==> src/rtl/adder_pkg.sv <==
// adder_pkg: shared FSM state type and counter sizing for the serial adder
package adder_pkg;
   typedef enum logic [1:0] {IDLE, RUN, DONE} state_t;
   function automatic int cnt_width(int w);
      return $clog2(w + 1);
   endfunction
endpackage

==> src/rtl/full_adder_cell.sv <==
// full_adder_cell: full adder built from two half_adder cells
module full_adder_cell (
   input  logic a,
   input  logic b,
   input  logic cin,
   output logic s,
   output logic cout
);
   logic s0, c0, c1;
   half_adder u_ha0 (.a(a), .b(b), .s(s0), .c(c0));
   half_adder u_ha1 (.a(s0), .b(cin), .s(s), .c(c1));
   assign cout = c0 | c1;
endmodule

==> src/rtl/half_adder.sv <==
// half_adder: one-bit half adder cell
module half_adder (
   input  logic a,
   input  logic b,
   output logic s,
   output logic c
);
   assign s = a ^ b;
   assign c = a & b;
endmodule

==> src/rtl/serial_adder.sv <==
// serial_adder: bit-serial LSB-first adder with valid/ready handshakes on both sides
module serial_adder
   import adder_pkg::*;
#(
   parameter int WIDTH = 8
) (
   input  logic             clk,
   input  logic             rst_n,
   input  logic             in_valid,
   output logic             in_ready,
   input  logic [WIDTH-1:0] a,
   input  logic [WIDTH-1:0] b,
   input  logic             cin,
   output logic             out_valid,
   input  logic             out_ready,
   output logic [WIDTH-1:0] sum,
   output logic             cout,
   output logic             busy
);
   localparam int CW = cnt_width(WIDTH);
   state_t state;
   logic [WIDTH-1:0] a_sh, b_sh, acc_sh, acc_nxt;
   logic [CW-1:0] cnt;
   logic carry, fa_s, fa_c;
   full_adder_cell u_fa (.a(a_sh[0]), .b(b_sh[0]), .cin(carry), .s(fa_s), .cout(fa_c));
   // sum bits enter at the MSB and shift down so bit 0 lands in place after WIDTH steps
   generate
      if (WIDTH == 1) begin : g_one
         assign acc_nxt = fa_s;
      end else begin : g_many
         assign acc_nxt = {fa_s, acc_sh[WIDTH-1:1]};
      end
   endgenerate
   always_ff @(posedge clk) begin
      if (!rst_n) begin
         state     <= IDLE;
         in_ready  <= 1'b1;
         out_valid <= 1'b0;
         busy      <= 1'b0;
         sum       <= '0;
         cout      <= 1'b0;
         a_sh      <= '0;
         b_sh      <= '0;
         acc_sh    <= '0;
         carry     <= 1'b0;
         cnt       <= '0;
      end else begin
         case (state)
            IDLE: if (in_valid) begin
               a_sh     <= a;
               b_sh     <= b;
               carry    <= cin;
               cnt      <= '0;
               state    <= RUN;
               in_ready <= 1'b0;
               busy     <= 1'b1;
            end
            RUN: begin
               acc_sh <= acc_nxt;
               a_sh   <= a_sh >> 1;
               b_sh   <= b_sh >> 1;
               carry  <= fa_c;
               cnt    <= cnt + 1'b1;
               if (cnt == CW'(WIDTH - 1)) begin
                  sum       <= acc_nxt;
                  cout      <= fa_c;
                  state     <= DONE;
                  out_valid <= 1'b1;
               end
            end
            DONE: if (out_ready) begin
               state     <= IDLE;
               out_valid <= 1'b0;
               busy      <= 1'b0;
               in_ready  <= 1'b1;
            end
            default: begin
               state     <= IDLE;
               out_valid <= 1'b0;
               busy      <= 1'b0;
               in_ready  <= 1'b1;
            end
         endcase
      end
   end
endmodule
==> config.mk <==
export PLATFORM = sky130hd
export DESIGN_NAME = serial_adder
export DESIGN_NICKNAME = d
export VERILOG_FILES = /design/src/rtl/adder_pkg.sv /design/src/rtl/full_adder_cell.sv /design/src/rtl/half_adder.sv /design/src/rtl/serial_adder.sv
export SDC_FILE = /design/constraint.sdc
export NUM_CORES = 1
export LEC_CHECK = 0
export CAP_MARGIN = 5
export CORE_MARGIN = 3
export CORE_UTILIZATION = 51
export DETAILED_ROUTE_END_ITERATION = 10
export PLACE_DENSITY = 0.78
export SETUP_SLACK_MARGIN = 0.4
export SYNTH_ARGS = -nofsm -noshare
export SYNTH_HDL_FRONTEND = slang
export SYNTH_SLANG_ARGS = --single-unit
==> constraint.sdc <==
create_clock -name clk -period 1.66 [get_ports clk]
set_clock_uncertainty 0.15 [all_clocks]
set_input_delay 0.166 -clock clk [delete_from_list [all_inputs] [get_ports clk]]
set_output_delay 0.166 -clock clk [all_outputs]
set_load 0.02 [all_outputs]
Yosys cells after proc, flatten, opt, wreduce, memory -nomap -nowiden
Index checks and enable logic that the tools add are counted.
- equal/unequal tests: 6
- add/subtract/negate cells: 1
- bitwise operators: 7
- mux-type cells: 20
- order comparisons: 0
- reduce and logical (&&, ||, !) cells: 7
- shifts and indexed selects: 0
- $mul: 0
- divide/modulo/power cells: 0
- operators by type and width (cell ; count):
    $pmux W8 S2 ; 2
    $mux W8 ; 2
    $pmux W1 S3 ; 3
    $reduce_and A3 Y1 ; 3
    $pmux W4 S2 ; 1
    $mux W1 ; 6
    $mux W2 ; 3
    $ne A2 B2 Y1 const B ; 3
    $pmux W2 S3 ; 1
    $add A4 B1 Y4 const B ; 1
    $eq A4 B3 Y1 const B ; 1
    $mux W4 ; 1
    $reduce_and A2 Y1 ; 2
    $and A1 B1 Y1 ; 2
    $eq A2 B1 Y1 const B ; 1
    $eq A2 B2 Y1 const B ; 1
    $logic_not A2 Y1 ; 1
    $not A1 Y1 ; 2
    $pmux W1 S2 ; 1
    $reduce_bool A2 Y1 ; 1
    $xor A1 B1 Y1 ; 2
    $or A1 B1 Y1 ; 1
- memories kept: 0
- latch bits: 0
- bits in registers: 43
- output and inout bits: 12
- memory bits (read-only): 0
- RAM bits: 0
- input bits: 21
- word-level logic and storage cells: 52

Longest topological paths before layout
- depth in word-level cells: 4
- gate-level depth with buffers: 6
- gate-level depth less buffers: 4

Cells and area by module
From an unflattened synthesis, not the netlist that was laid out.
- cell total of the unflattened synthesis: 204
- area, all modules: 1765.4 um^2
- modules (own cells, without submodules) (module ; area each (um^2) ; times used ; cells each ; seq. area each (um^2)):
    serial_adder ; 1734.2 ; 1 ; 201 ; 840.8
    half_adder ; 12.5 ; 2 ; 1 ; 0.0
    full_adder_cell ; 6.3 ; 1 ; 1 ; 0.0

Worst setup path before layout
No wires, ideal clock.
- path kind: register to register
- start: register state[1]
- end: register cout
- data arrival time: 1167 ps
- path slack: 271 ps
- stages on the path, launching flop included: 7
- setup time: 72 ps
- buffers on the path: 3
- period minus slack after synthesis: 1389 ps
- required time: 1438 ps
- cells stage by stage: dfxtp_1 > buf_6 > nand2b_4 > buf_6 > nor3_4 > buf_6 > mux2i_1
- word-level cells in the longest chain between the ends: 2
- RTL lines (item ; RTL line ; RTL):
    start, declared ; serial_adder.sv:21 ; state_t state;
    start signal, assigned ; serial_adder.sv:36 ; state <= IDLE;
    start signal, assigned ; serial_adder.sv:54 ; state <= RUN;
    start signal, assigned ; serial_adder.sv:67 ; state <= DONE;
    $eq A2 B1 Y1 ; serial_adder.sv:48 ; case (state)
    $reduce_and A2 Y1 (no source line) ; -- ;
    end signal, assigned ; serial_adder.sv:41 ; cout <= 1'b0;
    end signal, assigned ; serial_adder.sv:66 ; cout <= fa_c;
    end, declared ; serial_adder.sv:17 ; output logic cout,
Every way passes these cells.
A chain may end at the register's enable or synchronous reset.

Final worst setup path
- start: register cnt[0]
- end: register sum[1]
- word-level cells in the longest chain between the ends: 2
- RTL lines (item ; RTL line ; RTL):
    start, declared ; serial_adder.sv:23 ; logic [CW-1:0] cnt;
    start signal, assigned ; serial_adder.sv:63 ; cnt <= cnt + 1'b1;
    $eq A4 B3 Y1 ; serial_adder.sv:64 ; if (cnt == CW'(WIDTH - 1)) begin
    $reduce_and A2 Y1 (no source line) ; -- ;
    end signal, assigned ; serial_adder.sv:65 ; sum <= acc_nxt;
    end, declared ; serial_adder.sv:16 ; output logic [WIDTH-1:0] sum,
Every way passes these cells.

==> results.md <==
* Largest net degree at the start of global routing at 30
* Leak Pwr at around 1 nW
* CP arrival at around 1500 ps
* Mapped Nets at 225
* CP required at around 1800 ps
* Area Overhead vs Synth at 40.4%
* Max Buffers Root-to-Sink at 2
* Htree depth at 2
* Cell Pwr Density at 793 nW/um2
* Number of distinct library cells after synthesis at 34
* Achievable frequency at 715 MHz
* Slew Limit Fails at 0
* DRT antenna net count at 0
* Chip Height at 65.4 um
* Initial Util at 56.2%
* 1st-iter DRT viols at 101
* Post-synth EDFFs at 0
* Final layout net count at 275
* RSZ-0062 raised after global routing: true
* Die area at between 4000 and 5000 um2
* Via density at 5.78
* Worst min path class: input pin to flip-flop
* Final Hold Fails at 0
* Share of cells above drive strength 1 at between 30% and 40%
* GRT Total Usage at 21.2%
* IO buf count at 32
* RePlAce Congestion at 0.815
* Residual DRC count at 0
* Die span in x at 65.4 um
* Max-cap violations at 0
* First-pass GRT wire length at 7090 um
* GR Overflow Total at 0
* Cell row count at 20
* Most frequent cells in the layout: dfxtp_1 (36), nand2_1 (34), clkdlybuf4s50_1 (19), buf_4 (19), a21oi_1 (17)
* Vias in the first global route at between 1,500 and 2,000
* Avg WL per Cell at 16.6 um
* HP Start: b[5]
* CTS root buffer: clkbuf_4
* Reg2Reg Launch Point: cnt[0]$_SDFFE_PN0P_
* Final period util at 84.3%
* Finished Cell Area at 2530 um2
* Pwr Total at 2.00 mW
* Number of antenna violations at the first check in global routing at 0
* Diodes inserted at 0
* Netlist Area Pre-Place at between 1500 and 2000 um2
* Worst-Margin Slew at between 400 and 500 ps
* Post-Syn Instances at 202
* Detailed Routing Iterations Pass 1 at 4
* CTS sink count at 42
* Dpl hpwl at 2870 um
* Worst Setup Start Kind: flip-flop
* Synth Flop Type: dfxtp_1
* Minimum clock period at 1400 ps
* Crit path from: cnt[0]$_SDFFE_PN0P_
* Core Footprint at 3200 um2
* Leading cell type in the layout, fill and taps excluded: dfxtp_1
* FFs w/ async S/R, synth at 0%
* CTS tree: yes
* Synth warn at 0
* Status: complete, no violations
* Slew HR at 69.4%
* Crit-path max FO at 7
* Worst-skew pair later-pin latency at ~360 ps
* Final setup fails at 0
* Worst Setup Path Type: flip-flop to flip-flop
* WL final at 4930 um
* Setup crit end kind: flip-flop
* I/O Pins at 33
* Total CTS buffers at 5
* Synth Area per Inst at approximately 9 um2
* Max VDD drop at 0.627 mV
* Reg clk slew, reported paths at 120 ps
* Via count at about 1,700
* Flops & latches, synth at 42
* Sequential element share of the synthesized area at 46.7%
* Final setup TNS at 0 ps
* Post-DP Area at 2180 um2
kinds of logic after synthesis:
logic type,share of synthesized area (%)
AND/OR/NAND/NOR,15.7
adder cells (fa/ha/maj),1.81
AO/OA/AOI/OAI,24.1
flip-flops,46.7
buffers and inverters,6.61
multiplexers,5.01
synthesized netlist by cell type, drive strengths merged (4+ instances only):
| library cell | count | area (um2) |
|---|---|---|
| a21boi | 7 | 52.6 |
| a21oi | 18 | 90.1 |
| buf | 11 | 81.3 |
| clkbuf | 7 | 26.3 |
| dfxtp | 42 | 841 |
| mux2i | 9 | 90.1 |
| nand2 | 35 | 131 |
| nor2 | 8 | 30.0 |
| nor2b | 4 | 25.0 |
| nor3 | 4 | 31.3 |
| o21ai | 17 | 85.1 |
| o22ai | 7 | 43.8 |
| o2bb2ai | 8 | 70.1 |
registers in the layout, indices dropped and copies added (netlist names), 2 cells and up:
register	cells
a_sh	8
acc_sh	7
b_sh	8
cnt	4
state	2
sum	8
worst max-delay path: stages, from the launching register on:
cell	delay (ps)
dfxtp_2	370
ha_4	150
nand2_4	60
nor3_4	200
buf_12	170
mux2i_1	220
power by group:
group	switching, mW	internal [mW]	leakage, nW
registers	0.0419	1.06	0.346
clock network	0.335	0.206	0.0353
logic	0.173	0.190	0.619
area by class of cell:
class                   count  area [um2]
fillers                   216         677
flip-flops and latches     42         853
well taps                  44        55.1
repair buffers             60         528
inverters                   3        11.3
clock buffers               7        55.1
clock inverters             1        5.00
multi-input cells         140        1020
per-stage QoR:
step                hold WS [ps]  setup WS (ps)  utilization (%)  std cells
finish                       288            261             78.9        297
global placement             291            131             68.2        273
CTS                          293            308             72.3        291
floorplan                    168            318                -        202
global route                 309            182             78.9        297
detailed placement           305           65.1             68.2        273
per-layer routing:
layer | global-route usage, % | part of all wire [%]
met4 | 6.99 | 2.0
met5 | 0 | 0
met3 | 4.10 | 5.6
met2 | 37.2 | 51
met1 | 26.0 | 41
final timing paths:
path | end | slack (ps) | cells after the start
worst max-delay path | sum[1]$_SDFFE_PN0P_ | 260 | 5
worst min-delay path | b_sh[5]$_SDFFE_PN0P_ | 290 | 3
worst max register to register | sum[1]$_SDFFE_PN0P_ | 260 | 5
worst min register to register | sum[7]$_SDFFE_PN0P_ | 310 | 2
timing repair:
item,4_1_cts,5_1_grt
endpoints found under the setup margin,54,43
pin swaps,4,5
hold endpoints to repair,0,0
setup buffers,10,5
hold buffers,0,0
cloned,0,1
gates resized for setup,65,42
Note: power is estimated with default switching activity, not from simulation.
